==> src/rtl/tc2sm_pkg.sv <==
// tc2sm shared types: FSM states, chunk count helper, defaults.
// Imported by tc2sm_serial.
package tc2sm_pkg;

  typedef enum logic [1:0] {
    IDLE = 2'd0,
    BUSY = 2'd1,
    DONE = 2'd2
  } tc2sm_state_e;

  localparam int W_DEF     = 49;
  localparam int CHUNK_DEF = 8;

  function automatic int nchunk(input int w, input int c);
    return (w + c - 1) / c;
  endfunction

endpackage

==> src/rtl/tc2sm_chunk_inc.sv <==
// CHUNK-bit slice of the serial negator: {cout,sum} = (neg ? ~a : a) + cin.
// Ports: a_i, neg_i, cin_i in; sum_o, cout_o out. Purely combinational.
module tc2sm_chunk_inc #(
  parameter int CHUNK = 8
) (
  input  logic [CHUNK-1:0] a_i,
  input  logic             neg_i,
  input  logic             cin_i,
  output logic [CHUNK-1:0] sum_o,
  output logic             cout_o
);

  logic [CHUNK-1:0] op;

  assign op = neg_i ? ~a_i : a_i;
  assign {cout_o, sum_o} = {1'b0, op} + {{CHUNK{1'b0}}, cin_i};

endmodule

==> src/rtl/tc2sm_serial.sv <==
// Serial two's-complement -> sign-magnitude converter, CHUNK bits/cycle.
// Ports: clk, rst_n, in_valid/in_ready/in_data, out_valid/out_ready,
// out_sign, out_mag, out_minneg (only with TC2SM_MINNEG_FLAG_EN).
module tc2sm_serial
  import tc2sm_pkg::*;
#(
  parameter int W     = W_DEF,
  parameter int CHUNK = CHUNK_DEF
) (
  input  logic         clk,
  input  logic         rst_n,
  input  logic         in_valid,
  output logic         in_ready,
  input  logic [W-1:0] in_data,
  output logic         out_valid,
  input  logic         out_ready,
  output logic         out_sign,
`ifdef TC2SM_MINNEG_FLAG_EN
  output logic         out_minneg,
`endif
  output logic [W-1:0] out_mag
);

  localparam int NCH = nchunk(W, CHUNK);
  localparam int WP  = NCH * CHUNK;
  localparam int IW  = (NCH > 1) ? $clog2(NCH) : 1;

  // async assert, sync deassert of the internal reset
  logic [1:0] rs_q;
  logic       rst_in_n;

  always_ff @(posedge clk or negedge rst_n) begin
    if (!rst_n) rs_q <= 2'b00;
    else        rs_q <= {rs_q[0], 1'b1};
  end

  assign rst_in_n = rs_q[1];

  tc2sm_state_e    state_q, state_d;
  logic [WP-1:0]   x_q, x_d;
  logic [WP-1:0]   r_q, r_d;
  logic [IW-1:0]   idx_q, idx_d;
  logic            neg_q, neg_d;
  logic            cy_q, cy_d;
  logic            sign_q, sign_d;
  logic [W-1:0]    mag_q, mag_d;
`ifdef TC2SM_MINNEG_FLAG_EN
  logic            mn_q, mn_d;
  logic            omn_q, omn_d;
`endif

  logic [CHUNK-1:0] sum;
  logic             cout;
  logic [WP-1:0]    r_nx;
  logic             last;

  tc2sm_chunk_inc #(.CHUNK(CHUNK)) u_inc (
    .a_i   (x_q[CHUNK-1:0]),
    .neg_i (neg_q),
    .cin_i (cy_q),
    .sum_o (sum),
    .cout_o(cout)
  );

  // result enters at the top, so after NCH shifts chunk 0 sits at bit 0
  assign r_nx = (r_q >> CHUNK) | (WP'(sum) << (WP - CHUNK));
  assign last = (idx_q == IW'(NCH - 1));

  always_comb begin
    state_d = state_q;
    x_d     = x_q;
    r_d     = r_q;
    idx_d   = idx_q;
    neg_d   = neg_q;
    cy_d    = cy_q;
    sign_d  = sign_q;
    mag_d   = mag_q;
`ifdef TC2SM_MINNEG_FLAG_EN
    mn_d    = mn_q;
    omn_d   = omn_q;
`endif
    unique case (1'b1)
      (state_q == IDLE): begin
        if (in_valid) begin
          x_d     = WP'(in_data);
          r_d     = '0;
          idx_d   = '0;
          neg_d   = in_data[W-1];
          cy_d    = in_data[W-1];
`ifdef TC2SM_MINNEG_FLAG_EN
          mn_d    = (in_data == (W'(1) << (W - 1)));
`endif
          state_d = BUSY;
        end
      end
      (state_q == BUSY): begin
        x_d   = x_q >> CHUNK;
        r_d   = r_nx;
        cy_d  = cout;
        idx_d = idx_q + IW'(1);
        if (last) begin
          sign_d  = neg_q;
          mag_d   = r_nx[W-1:0];
`ifdef TC2SM_MINNEG_FLAG_EN
          omn_d   = mn_q;
`endif
          state_d = DONE;
        end
      end
      (state_q == DONE): begin
        if (out_ready) state_d = IDLE;
      end
      default: state_d = IDLE;
    endcase
  end

  always_ff @(posedge clk or negedge rst_in_n) begin
    if (!rst_in_n) begin
      state_q <= IDLE;
      x_q     <= '0;
      r_q     <= '0;
      idx_q   <= '0;
      neg_q   <= 1'b0;
      cy_q    <= 1'b0;
      sign_q  <= 1'b0;
      mag_q   <= '0;
`ifdef TC2SM_MINNEG_FLAG_EN
      mn_q    <= 1'b0;
      omn_q   <= 1'b0;
`endif
    end else begin
      state_q <= state_d;
      x_q     <= x_d;
      r_q     <= r_d;
      idx_q   <= idx_d;
      neg_q   <= neg_d;
      cy_q    <= cy_d;
      sign_q  <= sign_d;
      mag_q   <= mag_d;
`ifdef TC2SM_MINNEG_FLAG_EN
      mn_q    <= mn_d;
      omn_q   <= omn_d;
`endif
    end
  end

  assign in_ready  = (state_q == IDLE);
  assign out_valid = (state_q == DONE);
  assign out_sign  = sign_q;
  assign out_mag   = mag_q;
`ifdef TC2SM_MINNEG_FLAG_EN
  assign out_minneg = omn_q;
`endif

endmodule

==> config.mk <==
export PLATFORM = sky130hd
export DESIGN_NAME = tc2sm_serial
export DESIGN_NICKNAME = d
export VERILOG_FILES = /design/src/rtl/tc2sm_pkg.sv /design/src/rtl/tc2sm_chunk_inc.sv /design/src/rtl/tc2sm_serial.sv
export SDC_FILE = /design/constraint.sdc
export NUM_CORES = 1
export LEC_CHECK = 0
export ABC_AREA = 0
export CELL_PAD_IN_SITES_DETAIL_PLACEMENT = 1
export CELL_PAD_IN_SITES_GLOBAL_PLACEMENT = 1
export CORE_UTILIZATION = 30
export CTS_BUF_LIST = sky130_fd_sc_hd__clkbuf_16
export DETAILED_ROUTE_END_ITERATION = 10
export GPL_ROUTABILITY_DRIVEN = 0
export PLACE_DENSITY = 0.71
export SYNTH_ARGS = -nofsm -noshare
export SYNTH_HDL_FRONTEND = slang
export SYNTH_SLANG_ARGS = --single-unit
==> constraint.sdc <==
create_clock -name clk -period 5 [get_ports clk]
set_input_delay 0.5 -clock clk [delete_from_list [all_inputs] [get_ports clk]]
set_output_delay 0.5 -clock clk [all_outputs]
set_load 0.01 [all_outputs]
==> summary.md <==
| Metric | Value |
|---|---|
| Seq cells post-synth | `156` |
| Leading area contributor after synthesis | `dfrtp_1` |
| Via count | `4,233` |
| CTS Hold Bufs | `0` |
| DR pass1 iterations | `5` |
| Synthesized instance count | `492` |
| Number of antenna-violating nets in the routed design | `0` |
| Number of enable flip-flop cells after synthesis | `0` |
| Startpoint types | `flop` |
| Htree depth | `4` |
| Layout Nets | `643` |
| Synth top cells by count | `dfrtp_1, nand2_1, a22o_1, o21ai_0, mux2_2` |
| Final period util | `a little under half` |
| Post-cts repair resize count | `0` |
| Clock transition at path regs | `70 ps` |
| Hold Crit Class | `primary input to asynchronous set/reset pin` |
| Slew Limit Fails | `0` |
| Relative slew slack | `18.7%` |
| GR Overflow Total | `0` |
| CP Launch Point | `neg_q` |
| Starting Density | `a little under a third` |
| Cell with the most instances after synthesis | `dfrtp_1` |
| Die span in x | `about 150 µm` |
| Initial DRC count | `between 200 and 250` |
| Antenna violations before repair | `0` |
| Root buf cell | `clkbuf_16` |
| Worst EP required | `roughly 5400 ps` |
| CTS sink count | `156` |
| Die ar. | `approximately 0.022 mm²` |
| Number of global-route vias before repair | `4,519` |
| Leak pwr | `0.00361 µW` |
| Netlist cell types | `39` |
| # diodes | `0` |
| Cts bufs inserted | `17` |
| Post-detailed-route wirelength per cell | `17.6 µm` |
| Ys async rst share | `100%` |
| Critical path capture point type | `flop` |
| DP Wirelength | `10.0 mm` |
| Slew @ Worst Pin | `1220 ps` |
| Vias/cell | `4.84` |
| VDD IR max | `~0.29 mV` |
| Share of layout cells above drive strength 1 | `15.4%` |
| Post-route setup TNS | `0 ps` |
| CP Class | `flop to flop` |
| Dominant register cell in the synthesized netlist | `dfrtp_1` |
| RSZ-0062 raised after global routing | `false` |
| Filler Cells Inserted | `2,248` |
| Row cnt | `53` |
| I/O pins | `around 110` |
| Largest net degree at the start of global routing | `130` |
| Post-synthesis sequential area ratio | `about three fifths` |
| IO buf count | `104` |
| CTS tree | `done` |
| Power Dens Cells | `606 mW/mm²` |
| Status | `finished, final reports clean` |
| Top cell type's share of synthesized area | `61.0%` |
| Setup bufs post-CTS | `0` |
| Netlist Area Pre-Place | `between 0.006 and 0.007 mm²` |
| Ys Warns | `0` |
| Final Hold Viols | `0` |
| Minimum clock period | `2330 ps` |
| Die Ht | `148 µm` |
| Finished Cell Area | `between 0.008 and 0.009 mm²` |
| Setup violations, final | `0` |
| Core box area | `about 0.021 mm²` |
| Max-cap violations | `0` |
| Syn avg cell area | `13.0 µm²` |
| Syn nets | `~550` |
| Worst skew pair latency | `between 400 and 500 ps` |
| CTS Buffer Depth | `2` |
| Worst Clk Skew | `8.17 ps` |
| Gr usage total | `roughly 15%` |
| Top cells by area, synth | `dfrtp_1, mux2_2, a22o_1` |
| Routed Wire Length | `15.4 mm` |
| CP arrival | `2680 ps` |
| Number of remaining DRC errors | `0` |
| Max Clk Rate | `about 430 MHz` |
| FF-to-FF Start | `neg_q` |
| First-pass GRT wire length | `~25 mm` |
| Max FO, Critical Path | `19` |
| Synth-to-layout area growth | `28.4%` |
| Placed Area | `0.00765 mm²` |
==> power by group <==
group / internal (µW) / switching (µW)
clock: 696 / 557
sequential: 1730 / 383
combinational: 854 / 766
total: 3280 / 1710
==> layer usage <==
layer / GRT usage, % / share of wire (%) / vias up
met5: 0 / 0 / -
met4: 4.54 / 1.1 / 0
met3: 3.92 / 4.0 / 13
met2: 23.9 / 47 / 99
met1: 20.3 / 48 / 2173
li1: - / - / 1948
==> cells by family after synthesis <==
logic type | after synthesis | synth area share (%)
mux | 93 | 15.5
other cells | 1 | 0.0586
buf+inv | 37 | 3.23
simple gates | 77 | 5.71
xor+xnor | 11 | 1.51
fa+ha+maj | 4 | 0.782
compound gates | 113 | 12.2
flops | 156 | 61.0
==> final timing paths <==
check / to / slack (ps) / cells past startpoint
worst max-delay path: r_q[52] / 2670 / 7
max in group asynchronous: out_mag[24] / 3540 / 1
worst min-delay path: rs_q[1] / 230 / 1
min in group clk: rs_q[1] / 360 / 0
worst min register to register: out_mag[10] / 300 / 0
worst max register to register: r_q[52] / 2670 / 7
==> sequential cells by signal, indices dropped and copies added, names as in the netlist <==
signal,flops
cy_q,1
idx_q,3
neg_q,1
out_mag,49
out_sign,1
r_q,48
rs_q,2
state_q,2
x_q,49
==> metrics by stage <==
step	cells	utilization [%]	hold slack [ps]	setup WS, ps	total power, µW
after floorplan	492	-	204	331	3050
after global placement	842	36.5	304	2810	3680
after detailed placement	842	36.5	316	2710	3760
after CTS	874	39.2	218	2650	5050
after global routing	874	39.2	219	2490	5310
final	874	39.2	232	2670	4980
==> area by class of cell <==
type                    instances  area [µm²]  area share [%]
clock buffers                  17         425            5.18
repair buffers                110        1090            13.2
flip-flops and latches        156        3910            47.5
multi-input cells             299        2310            28.1
well taps                     275         344            4.19
clock inverters                15         140            1.71
inverters                       2        7.51          0.0914
==> placed cells by master, fill, tap and decap left out, types with 5 or more instances in the layout <==
cell type and n:
dfrtp_1 155, clkdlybuf4s50_1 104, nand2_1 55, a22o_1 50, o21ai_0 50, mux2_2 49
mux2i_1 42, clkbuf_16 17, xnor2_1 6, buf_4 6, xor2_1 5, nand2b_1 5
a21oi_1 5
==> worst max-delay path: stages (launching register included) <==
cell and delay (ps):
dfrtp_1 750, xor2_1 170, ha_1 280, ha_1 270, nand2b_1 120, a21oi_1 80, or4_1 490, nand3_1 90
Note: power is estimated with default switching activity, not from simulation.
